**config.mk**
```make
export PLATFORM = sky130hd
export DESIGN_NAME = prime_check
export DESIGN_NICKNAME = d
export VERILOG_FILES = /design/src/rtl/prime_check.sv
export SDC_FILE = /design/constraint.sdc
export NUM_CORES = 1
export LEC_CHECK = 0
export ABC_AREA = 1
export CORE_ASPECT_RATIO = 0.8
export CORE_MARGIN = 3
export CORE_UTILIZATION = 30
export CTS_CLUSTER_DIAMETER = 100
export CTS_CLUSTER_SIZE = 40
export DETAILED_ROUTE_END_ITERATION = 16
export PLACE_DENSITY = 0.59
export SLEW_MARGIN = 20
export SYNTH_ARGS = -nofsm -noshare
export SYNTH_HDL_FRONTEND = slang
export SYNTH_SLANG_ARGS = --single-unit
export TNS_END_PERCENT = 50
```
**constraint.sdc**
```tcl
create_clock -name clk -period 4.5 [get_ports clk]
set_input_delay 0.45 -clock clk [delete_from_list [all_inputs] [get_ports clk]]
set_output_delay 0.45 -clock clk [all_outputs]
set_load 0.02 [all_outputs]
```
**src/rtl/prime_check.sv**
```systemverilog
// prime_check: trial-division primality tester driving an external modulo unit.
// Candidate n is latched on a go rising edge. The block then issues n mod d requests
// for d = 2, 3, ... while d*d <= n, and reports is_prime when the search ends.
// Optional build macro PRIME_CHECK_ODD_ONLY_EN: after d=2 only odd divisors are issued.
module prime_check #(
    parameter int unsigned WIDTH = 16
) (
    input  logic             clk,
    input  logic             rst,
    input  logic             go,
    input  logic [WIDTH-1:0] n,
    output logic             ready,
    output logic             error,
    output logic             is_prime,
    output logic             mod_go,
    output logic [WIDTH-1:0] mod_a,
    output logic [WIDTH-1:0] mod_b,
    input  logic             mod_ready,
    input  logic             mod_error,
    input  logic [WIDTH-1:0] mod_res
);

    typedef enum logic [2:0] {StIdle, StInit, StCheck, StIssue, StWait, StError} state_e;

    state_e               state_q, state_d;
    logic                 go_prev_q;
    logic [WIDTH-1:0]     n_q, n_d;
    logic [WIDTH-1:0]     d_q, d_d;
    logic [2*WIDTH-1:0]   sq_q, sq_d;
    logic                 is_prime_d, ready_d, error_d, mod_go_d;
    logic [WIDTH-1:0]     mod_a_d, mod_b_d;

    logic                 go_edge, accept, sq_gt_n, n_small, res_back, advance;
    logic [2*WIDTH-1:0]   n_ext, d_ext;

    assign go_edge  = go && !go_prev_q;
    assign accept   = ((state_q == StIdle) || (state_q == StError)) && go_edge;
    assign n_ext    = {{WIDTH{1'b0}}, n_q};
    assign d_ext    = {{WIDTH{1'b0}}, d_q};
    // sq is twice as wide as n, so this compare cannot wrap for any candidate
    assign sq_gt_n  = sq_q > n_ext;
    assign n_small  = n_q < WIDTH'(2);
    assign res_back = (state_q == StWait) && mod_ready;
    assign advance  = res_back && !mod_error && (mod_res != '0);

    // State register plus registered datapath and outputs
    always_ff @(posedge clk) begin
        if (rst) begin
            state_q   <= StIdle;
            go_prev_q <= 1'b0;
            n_q       <= '0;
            d_q       <= '0;
            sq_q      <= '0;
            ready     <= 1'b1;
            error     <= 1'b0;
            is_prime  <= 1'b0;
            mod_go    <= 1'b0;
            mod_a     <= '0;
            mod_b     <= '0;
        end else begin
            state_q   <= state_d;
            go_prev_q <= go;
            n_q       <= n_d;
            d_q       <= d_d;
            sq_q      <= sq_d;
            ready     <= ready_d;
            error     <= error_d;
            is_prime  <= is_prime_d;
            mod_go    <= mod_go_d;
            mod_a     <= mod_a_d;
            mod_b     <= mod_b_d;
        end
    end

    // Next-state logic
    always_comb begin
        state_d = state_q;
        case (state_q)
            StIdle, StError: if (go_edge) state_d = StInit;
            StInit:          state_d = n_small ? StIdle : StCheck;
            StCheck:         state_d = sq_gt_n ? StIdle : StIssue;
            StIssue:         state_d = StWait;
            StWait: begin
                if (mod_ready) begin
                    if (mod_error)            state_d = StError;
                    else if (mod_res == '0)   state_d = StIdle;
                    else                      state_d = StCheck;
                end
            end
            default:         state_d = StIdle;
        endcase
    end

    // Datapath and output next values; ready/error/mod_go follow the next state
    always_comb begin
        n_d        = accept ? n : n_q;
        d_d        = d_q;
        sq_d       = sq_q;
        is_prime_d = is_prime;

        if (state_q == StInit) begin
            d_d  = WIDTH'(2);
            sq_d = (2 * WIDTH)'(4);
            if (n_small) is_prime_d = 1'b0;
        end

        if ((state_q == StCheck) && sq_gt_n) is_prime_d = 1'b1;

        // Fault or zero remainder both end the check as not prime
        if (res_back && (mod_error || (mod_res == '0))) is_prime_d = 1'b0;

        // Both sq and d updates are based on the old d
        if (advance) begin
`ifdef PRIME_CHECK_ODD_ONLY_EN
            if (d_q == WIDTH'(2)) begin
                d_d  = WIDTH'(3);
                sq_d = (2 * WIDTH)'(9);
            end else begin
                sq_d = sq_q + (d_ext << 2) + (2 * WIDTH)'(4);
                d_d  = d_q + WIDTH'(2);
            end
`else
            sq_d = sq_q + (d_ext << 1) + (2 * WIDTH)'(1);
            d_d  = d_q + WIDTH'(1);
`endif
        end

        ready_d  = (state_d == StIdle) || (state_d == StError);
        error_d  = (state_d == StError);
        mod_go_d = (state_d == StIssue);
        mod_a_d  = mod_a;
        mod_b_d  = mod_b;
        if (state_d == StIssue) begin
            mod_a_d = n_q;
            mod_b_d = d_q;
        end
    end

endmodule
```
# Word level (Yosys, flattened, before mapping)
# Cells that the tools add are included.
[classes]
order_cmp = 2
addsub = 3
reduce_logical = 22
eq_ne = 7
muxes = 14
[ops]
columns = ["cell", "count"]
rows = [
  ["2-to-1 mux 32 bit", 2],
  ["adder 32 x 1 -> 32 bit, second input constant", 1],
  ["adder 32 x 17 -> 32 bit", 1],
  ["greater-than comparator 32 x 16 -> 1 bit", 1],
  ["2-to-1 mux 16 bit", 2],
  ["adder 16 x 1 -> 16 bit, second input constant", 1],
  ["zero test 16 bit", 1],
  ["less-than comparator 16 x 2 -> 1 bit, second input constant", 1],
  ["nonzero test 16 bit", 1],
  ["case mux 3 bit (5 select lines)", 1],
  ["equality test 3 x 2 -> 1 bit, second input constant", 3],
  ["equality test 3 bit, second input constant", 3],
  ["2-to-1 mux 3 bit", 3],
  ["logical AND 1 bit", 7],
  ["zero test 3 bit", 2],
  ["2-to-1 mux 2 bit", 3],
  ["nonzero test 2 bit", 3],
  ["OR reduction 2 bit", 2],
  ["equality test 3 x 1 -> 1 bit, second input constant", 1],
  ["logical OR 1 bit", 3],
  ["2-to-1 mux 1 bit", 3],
  ["zero test 1 bit", 2],
  ["AND reduction 2 bit", 1],
]
[word_totals]
register_bits = 104
out_inout_bits = 36

# Longest topological paths before layout
# Gate-level depths: netlist of run 1.
[depth]
depth_word = 7
ltp_mapped = 17
depth_no_buf = 16

# Worst setup path before layout of run 1
# Ideal clock, no wire load.
[synth_path]
kind = "flip-flop to flip-flop"
from = "reg sq_q[0]"
to = "reg mod_a[1]"
slack_ps = 2800
stages_incl_launch_ff = 18
period_less_slack_ps = 1700
setup_time_ps = 111
path_buffers = 1
t_arrival_ps = 1589
cell_sequence = "dfxtp_1 inv_1 ha_1 inv_1 nand2_1 nand2_1 nand2_1 nand2_1 nand2_1 nand2_1 nand2_1 nand3_1 nand2_2 nand2_4 clkinv_4 buf_6 nor2_2 nor2_2"
[synth_via]
elab_chain_cells = 4
[synth_lines]
columns = ["element", "line", "source"]
rows = [
  ["start, declared", "29", "logic [2*WIDTH-1:0] sq_q, sq_d;"],
  ["start signal, assigned", "65", "sq_q <= sq_d;"],
  ["greater-than comparator 32 x 16 -> 1 bit", "41", "assign sq_gt_n = sq_q > n_ext;"],
  ["2-to-1 mux 2 bit", "81", "StCheck: state_d = sq_gt_n ? StIdle : StIssue;"],
  ["case mux 3 bit (5 select lines)", "78", "case (state_q)"],
  ["equality test 3 x 2 -> 1 bit", "133", "if (state_d == StIssue) begin"],
  ["end signal, assigned", "70", "mod_a <= mod_a_d;"],
  ["end, declared", "16", "output logic [WIDTH-1:0] mod_a,"],
]
# No other way between the ends.
# A chain may end at the register's enable or synchronous reset.

# Worst setup path in the final report of run 1
[layout_path]
from = "reg sq_q[0]"
to = "reg mod_b[7]"
[layout_via]
elab_chain_cells = 4
[layout_lines]
columns = ["element", "line", "source"]
rows = [
  ["greater-than comparator 32 x 16 -> 1 bit", "41", ""],
  ["2-to-1 mux 2 bit", "81", ""],
  ["case mux 3 bit (5 select lines)", "78", ""],
  ["equality test 3 x 2 -> 1 bit", "133", ""],
  ["end signal, assigned", "71", "mod_b <= mod_b_d;"],
  ["end, declared", "17", "output logic [WIDTH-1:0] mod_b,"],
]
# No other way between the ends.

==> results of run 1 <==
## worst paths after layout
| kind | start | end | slack (ns) |
|---|---|---|---|
| worst max register to register | sq_q[0] | mod_b[7] | 1.99 |
| worst max-delay path | sq_q[0] | mod_b[7] | 1.99 |
| worst min register to register | mod_b[6] | mod_b[6] | 0.47 |
| worst min-delay path | mod_b[6] | mod_b[6] | 0.47 |
## through the flow
stage          instance area, µm²  utilization, %  cells  power [W]  setup WS [ns]
3_3_place_gp                 7151           35.60   1260   0.002284          1.912
2_1_floorplan                6232               -    952   0.001917          2.800
4_1_cts                      7451           37.09   1276   0.003102          1.980
6_report                     7451           37.09   1276   0.003076          1.995
3_5_place_dp                 7151           35.60   1260   0.002301          1.831
5_1_grt                      7451           37.09   1276   0.003272          1.613
## registers in the layout (all words and copies together) (netlist names)
signal,count
mod_b,16
n_q,16
ready,1
state_q,3
error,1
is_prime,1
go_prev_q,1
sq_q,32
d_q,16
mod_a,16
mod_go,1
## metal layers
metal	global-route usage [%]	routed length, µm	part of all wire, %	vias to the layer above
met5	0	0	0	-
met2	23.34	7205	40	157
met3	2.927	933	5.2	11
li1	-	-	-	3226
met1	25.06	9827	54	2840
met4	2.408	110	0.61	0
## power by group through the flow
stage / Clock [W] / Sequential, W / Combinational [W]
2_1_floorplan: 0 / 0.00129 / 0.000630
3_3_place_gp: 0 / 0.00118 / 0.00110
3_5_place_dp: 0 / 0.00118 / 0.00112
4_1_cts: 0.000818 / 0.00116 / 0.00112
5_1_grt: 0.000849 / 0.00118 / 0.00125
6_report: 0.000800 / 0.00116 / 0.00112
## worst max-delay path, delay by kind of cell (launching register included)
family                     cells  cell delay, ns
DFF                            1            0.42
adders and majority gates      1            0.20
buffers and inverters          3            0.43
and+or+nand+nor               12            1.33
## cells in the final DEF, fill, tap and decap left out, types with 4 or more instances in the layout
cell type	instances
clkdlybuf4s50_1	72
nor3_1	11
nand4_1	20
nor2_1	120
clkbuf_16	9
buf_4	4
a21oi_1	79
o21ai_0	39
dfxtp_1	104
a21o_1	4
nor2_2	21
ha_1	33
o21ai_1	10
a21boi_0	5
nand2_1	240
nand3_1	83
nand3b_1	8
inv_1	90
inv_2	11
nor4_1	6
## cells by family (layout without fill, tap and decap cells)
group | count (synthesis) | count (layout) | share of synthesized area [%]
AO/OA/AOI/OAI | 155 | 155 | 13.61
flip-flops | 104 | 104 | 33.41
XOR/XNOR | 1 | 1 | 0.1406
AND/OR/NAND/NOR | 524 | 524 | 36.96
buffers and inverters | 134 | 194 | 8.934
adder cells (fa/ha/maj) | 34 | 34 | 6.946
## layout make-up
| type | count | area, µm² | area share [%] |
|---|---|---|---|
| Clock buffer | 10 | 239.0 | 3.207 |
| Clock inverter | 6 | 61.31 | 0.8228 |
| Inverter | 102 | 387.9 | 5.206 |
| Multi-Input combinational cell | 714 | 3600 | 48.31 |
| Sequential cell | 104 | 2082 | 27.94 |
| Tap cell | 264 | 330.3 | 4.433 |
| Timing Repair Buffer | 76 | 750.7 | 10.08 |
==> results.toml, run 1 <==
[floorplan]
core_area_mm2 = 0.02009
pin_count = 73
dieArea_mm2 = 0.02255
rows = 46
start_util_pct = 31.03
fp.dieW_um = 167.1
die_y_um = 134.9

[clocking]
cts_hold_buf = 0
cts_max_path_buffers = 2
numCtsBuffers = 9
cts_tree = "built"
cts.htree.levels = 3
clock_sinks = 104
cts_setup_buffers = 0
cts_resized = 0
clock_latency_ns = 0.35
clkSlewWorstSetupHoldPaths_ns = 0.08
clock-root-buffer = "clkbuf_16"

[timing]
finalMaxSlewViolations = 0
finalCritPeriodShare_pct = 55.67
relSlewSlack_pct = 39.36
fmax_ghz = 0.3992
hold_ws_ns = 0.4730
setup_tns_ns = 0
hold_violations = 0
rsz0062_at_grt = "false"
finalSetupViolCount = 0
fin_crit_ns = 2.505
fin_skew_ns = 0.01392
tightest_slew_ns = 0.9083

[power_and_ir_drop]
combPwrFrac_pct = 36.3
p_leak_nw = 3.233
switching_share_pct = 38.33
pwr-share-clk_pct = 26.0
intPower_w = 0.001897
p_per_area_mw_per_mm2 = 412.9
vdd_drop_max_v = 0.0002355
pwr-share-seq_pct = 37.7
p_switching_w = 0.001179

[synthesis]
async_flop_share_pct = 0
syn_area_per_cell_um2 = 6.546
synth_top_area_share_pct = 33.41
synth.most_common_cell = "nand2_1"
yosysUniqueCellTypes = 42
synth_area_mm2 = 0.006232
yosys_most_used_dff = "dfxtp_1"
synthTopCellsByCount = "nand2_1 (240), nor2_1 (120), dfxtp_1 (104)"
synth_nets = 1023
ys_seq_area_share_pct = 33.41
ys_ff_latch = 104
synth_warnings = 0
synth_edf_count = 0
syn_inst = 952
yosys.area.top_type = "dfxtp_1"
synth_area_leaders = "dfxtp_1 (33%), nand2_1 (14%), nor2_1 (7.2%)"

[route]
finalWirelength_mm = 18.08
vias_per_cell = 4.886
vias = 6234
drc = 0
drtAntennaViolNets = 0
wl_per_cell_um = 14.17
dr.pass1.iters = 5
drtIter0Drc = 557

[global_route]
grt_max_degree = 53
antenna_found_initial = 0
grt_pass1_vias = 5675
grt-ovfl-total = 0
grt_pass1_wl_mm = 29.60
grt_use_total_pct = 16.06

[setup_path]
crit_path_frequent_cell = "nand2_1"
worst_path_max_delay_cell = "dfxtp_1"
crit_required_ns = 4.76
cpPeakStageDelay_ns = 0.42
worst_setup_path_end_kind = "register"
worstSetupPathType = "register to register"
reg2regPathDepth = 16
cp.arrival_ns = 2.76
path_cells = "inv_1, ha_1, inv_1, nand2_1, nand2_1, nand2_1, nand2_1, nand2_1, nand2_1, nand2_1, nand3_1, nand2_2, nand2_4, clkinv_4, nor2_1, nor2_1"
cp_max_fo = 33
cp-start-kind = "register"

[place]
post-dp-hpwl_mm = 13.85
place_congestion = 0.9439
io_buffers = 72

[finish]
diodes = 0
nFillCells = 2128
area_delta_synth_final_pct = 19.55
post_route_cells_drive_above_1_share_pct = 6.423
nets = 1078

[flow_run]
maxCapViolations = 0

[min_path]
holdPathStages = 2
hold_path_class = "register to register"

[run_status]
status = "finished, final reports clean"
Note: power is estimated with default switching activity, not from simulation.
==> run 2: changes to the inputs <==
==> constraint.sdc (replaced) <==
create_clock -name clk -period 2.5 [get_ports clk]
set_input_delay 0.25 -clock clk [delete_from_list [all_inputs] [get_ports clk]]
set_output_delay 0.25 -clock clk [all_outputs]
set_load 0.02 [all_outputs]
==> run 2 against run 1 <==
Effect of this change: die area unchanged; sequential power up 79%; utilization up 0.37 points; largest cell class unchanged; highest routed layer unchanged.
==> results.toml, run 2 (synthesis gave the netlist of run 1 again) <==
[route]
vias = 6258
vias_per_cell = 4.874
drtIter0Drc = 463
drc = 0
wl_per_cell_um = 13.98
finalWirelength_mm = 17.95
drtAntennaViolNets = 0
dr.pass1.iters = 5

[clocking]
clock_latency_ns = 0.36
clock-root-buffer = "clkbuf_16"
clkSlewWorstSetupHoldPaths_ns = 0.08
cts.htree.levels = 3
clock_sinks = 104
cts_setup_buffers = 0
cts_max_path_buffers = 2
cts_hold_buf = 0
cts_resized = 0
numCtsBuffers = 9
cts_tree = "built"

[global_route]
grt_pass1_wl_mm = 29.46
grt_max_degree = 62
met2_usage_pct = 23.63
grt.busiest_layer = "met1"
grt_use_total_pct = 16.00
antenna_found_initial = 0
grt_use_met3_pct = 2.780
grt-ovfl-total = 0
grt_pass1_vias = 5650
grtUsageMet1_pct = 24.15

[timing]
hold_violations = 0
finalCritPeriodShare_pct = 84.30
fin_skew_ns = 0.008848
hold_ws_ns = 0.4424
fmax_ghz = 0.4745
rsz0062_at_grt = "false"
setup_tns_ns = 0
relSlewSlack_pct = 61.49
fin_crit_ns = 2.108
finalMaxSlewViolations = 0
finalSetupViolCount = 0
tightest_slew_ns = 0.5776

[setup_path]
r2r_start = "n_q[7]"
reg2regPathDepth = 12
cp_max_fo = 32
crit_path_frequent_cell = "nand2_1"
cpPeakStageDelay_ns = 0.35
path_cells = "inv_1, ha_1, a21o_1, nor2_1, nand2_1, nand2_1, nand3_1, nand2_2, buf_4, nand3_1, nand2_1, nor2_1"
path_buf_inv = 2
worst_path_max_delay_cell = "dfxtp_1"
crit_required_ns = 2.77
cp-start-kind = "register"
worstSetupPathType = "register to register"
crit_start = "n_q[7]"
cp.arrival_ns = 2.38
reg2reg_to = "mod_a[9]"
worst_setup_path_end_kind = "register"
r2r_slack_ns = 0.39
critPathTopFamily = "simple AND/OR/NAND/NOR gates"

[power_and_ir_drop]
finalPower_w = 0.005619
p_per_area_mw_per_mm2 = 746.6
vdd_drop_max_v = 0.0004428
p_leak_nw = 3.276

[finish]
diodes = 0
final_common_cell = "nand2_1"
largest_reg_flops = 32
area_delta_synth_final_pct = 20.76
top_register = "sq_q"
post_route_cells_drive_above_1_share_pct = 7.157
final_cell_mix = "nand2_1 (240), nor2_1 (120), dfxtp_1 (104), inv_1 (90), nand3_1 (83)"
nets = 1086

[floorplan]
start_util_pct = 31.03
rows = 46
fp.dieW_um = 167.1
die_y_um = 134.9
pin_count = 73
core_area_mm2 = 0.02009
dieArea_mm2 = 0.02255

[run_status]
status = "finished, final reports clean"

[place]
post-dp-hpwl_mm = 13.92
io_buffers = 72
place_congestion = 0.9492

[min_path]
holdPathStages = 3
hold_end = "go_prev_q"
worstHoldStart = "go"
hold_path_class = "primary input to register"

[flow_run]
maxCapViolations = 0
==> run 2: final cells by class <==
type	count	area, µm²
multi-input cells	714	3600
well taps	264	330.3
clock buffers	9	225.2
flip-flops and latches	104	2082
inverters	102	387.9
fillers	2130	12560
repair buffers	84	823.3
clock inverters	7	77.57
==> run 2: worst max path at each step <==
| stage | depth (start not counted) | endpoint |
|---|---|---|
| after floorplan | 17 | mod_a[1] |
| after global placement | 10 | sq_q[7] |
| after detailed placement | 11 | sq_q[24] |
| after CTS | 12 | mod_a[9] |
| after global routing | 16 | mod_b[10] |
| final | 12 | mod_a[9] |
==> run 2: where the power goes <==
part	leakage (nW)	internal, W	switching [W]
clock	0.147	0.000723	0.000770
combinational	2.28	0.000792	0.00125
sequential	0.845	0.00193	0.000156
total	3.28	0.00344	0.00218
==> run 2: stage by stage <==
step	cells	setup slack, ns	area (µm²)	util (%)
after floorplan	952	0.7995	6232	-
after global placement	1268	0.4375	7223	35.96
after detailed placement	1268	0.4028	7223	35.96
after CTS	1284	0.3965	7526	37.47
after global routing	1284	0.1448	7526	37.47
final	1284	0.3925	7526	37.47
==> run 2: routing by layer <==
metal	vias up	part of all wire (%)	routed length, µm
li1	3246	-	-
met1	2831	53	9538
met2	164	40	7266
met3	17	5.1	923
met4	0	1.2	217
met5	-	0	0
==> run 2: worst min-delay path, stage by stage <==
cell and delay [ns]:
clkdlybuf4s50_1 0.40, inv_1 0.07, nor2_1 0.04
==> run 3: changes to the inputs <==
==> constraint.sdc (replaced) <==
create_clock -name clk -period 2.1 [get_ports clk]
set_input_delay 0.21 -clock clk [delete_from_list [all_inputs] [get_ports clk]]
set_output_delay 0.21 -clock clk [all_outputs]
set_load 0.02 [all_outputs]
==> run 3 against run 2 <==
Effect of this change: sequential share of layout area is 1.4 points lower; maximum frequency rose by 6.0%; sequential power grew 20%; critical path type unchanged; worst setup slack got worse by 0.28 ns; critical endpoint is now mod_a[6]; total power is 25% higher; die area did not move; count of clock-buffer cells in the layout is the same; clock power is 22% higher; highest routed layer unchanged; critical path depth unchanged; register-to-register slack worse by 0.28 ns; combinational power increased by 32%.
==> results.toml, run 3 (synthesis gave the netlist of run 1 again) <==
[route]
drtAntennaViolNets = 0
drc = 0
finalWirelength_mm = 18.55
vias = 6463
drtIter0Drc = 443
dr.pass1.iters = 5
vias_per_cell = 4.926
wl_per_cell_um = 14.14

[finish]
fin_cells = 1312
nets = 1114
nFillCells = 2157
area_delta_synth_final_pct = 27.30
final_cell_mix = "nand2_1 (238), nor2_1 (115), dfxtp_1 (100), inv_1 (90), nand3_1 (80)"
diodes = 0
fin_util_pct = 39.50
regArea_mm2 = 0.002087
final_common_cell = "nand2_1"
fin_area_mm2 = 0.007934
top_register = "sq_q"
largest_reg_flops = 32
multiInputGateArea_mm2 = 0.003726
post_route_cells_drive_above_1_share_pct = 12.50

[run_status]
status = "finished, final reports clean"

[floorplan]
die_y_um = 134.9
fp.dieW_um = 167.1
dieArea_mm2 = 0.02255
start_util_pct = 31.03
core_area_mm2 = 0.02009
pin_count = 73
rows = 46

[timing]
relSlewSlack_pct = 69.13
hold_violations = 0
tightest_slew_ns = 0.4582
hold_ws_ns = 0.3984
finalCritPeriodShare_pct = 94.68
fin_skew_ns = 0.01243
finalMaxSlewViolations = 0
fin_crit_ns = 1.988
fmax_ghz = 0.5030
finalSetupViolCount = 0
rsz0062_at_grt = "true"

[setup_path]
crit_required_ns = 2.36
cp-start-kind = "register"
cp.arrival_ns = 2.25
worst_setup_path_end_kind = "register"
worstSetupPathType = "register to register"
cp_max_fo = 16

[power_and_ir_drop]
vdd_drop_max_v = 0.0005363
p_leak_nw = 3.459
p_per_area_mw_per_mm2 = 883.5
switching_share_pct = 37.83
pwr-share-clk_pct = 25.9
p_switching_w = 0.002652
combPwrFrac_pct = 38.6
pwr-share-seq_pct = 35.5
intPower_w = 0.004357

[clocking]
cts_tree = "built"
clock_sinks = 104
cts_hold_buf = 0
clkSlewWorstSetupHoldPaths_ns = 0.08
clock-root-buffer = "clkbuf_16"
cts_max_path_buffers = 2
clock_latency_ns = 0.37
cts.htree.levels = 3
numCtsBuffers = 9

[global_route]
grt_pass1_wl_mm = 29.12
grt-ovfl-total = 0
grt_max_degree = 61
grt_use_total_pct = 15.91
antenna_found_initial = 0
grt_pass1_vias = 5677

[place]
dp.cells = 1293
place_congestion = 0.9076
place_area_mm2 = 0.007436
io_buffers = 72
post-dp-hpwl_mm = 13.99

[flow_run]
maxCapViolations = 0

[min_path]
hold_path_class = "primary input to register"
## run 3: per-layer routing
| metal | GRT usage [%] | share of wire (%) | vias up |
|---|---|---|---|
| li1 | - | - | 3307 |
| met1 | 24.58 | 53 | 2982 |
| met2 | 23.02 | 40 | 163 |
| met3 | 2.722 | 6.0 | 11 |
| met4 | 3.408 | 0.86 | 0 |
| met5 | 0 | 0 | - |
## run 3: power by group through the flow
stage	logic (W)	clock network (W)	registers (W)
floorplan	0.00135	0	0.00276
global placement	0.00253	0	0.00253
detailed placement	0.00255	0	0.00253
CTS	0.00256	0.00186	0.00249
global route	0.00296	0.00193	0.00253
finish	0.00270	0.00182	0.00249
## run 3: path summary, 6_finish.rpt
kind                               start  cells past startpoint  slack, ns         to
worst max-delay path             n_q[13]                     12       0.11   mod_a[6]
worst min-delay path                  go                      3       0.40  go_prev_q
worst max register to register   n_q[13]                     12       0.11   mod_a[6]
worst min register to register  mod_b[8]                      2       0.47   mod_b[8]
## run 3: repair_timing
| action | in CTS | in global routing |
|---|---|---|
| gates resized for setup | 0 | 36 |
| setup endpoints to repair | 0 | 51 |
| buffers inserted | 0 | 1 |
## run 3: critical path, stage by stage, from the launching register on
cell       delay, ns
dfxtp_1         0.31
inv_1           0.08
ha_1            0.33
nand2_1         0.10
nor2_2          0.06
buf_4           0.13
a21oi_2         0.18
nand3_2         0.13
nand2_4         0.16
clkbuf_16       0.20
nand3_1         0.07
nand2_1         0.08
nor2_2          0.04
## run 3: through the flow
| step | TNS [ns] | power [W] | worst slack (ns) |
|---|---|---|---|
| 2_1_floorplan | 0 | 0.004108 | 0.3995 |
| 3_3_place_gp | 0 | 0.005055 | 0.09967 |
| 3_5_place_dp | 0 | 0.005078 | 0.08353 |
| 4_1_cts | 0 | 0.006905 | 0.06283 |
| 5_1_grt | -0.1384 | 0.007417 | -0.01897 |
| 6_report | 0 | 0.007009 | 0.1118 |
## run 3: area by class of cell
type	count	share of cell area (%)
Clock buffer	9	2.839
Clock inverter	7	1.167
Inverter	102	4.983
Multi-Input combinational cell	714	46.96
Sequential cell	104	26.30
Tap cell	264	4.163
Timing Repair Buffer	111	13.47
Timing Repair inverter	1	0.1104
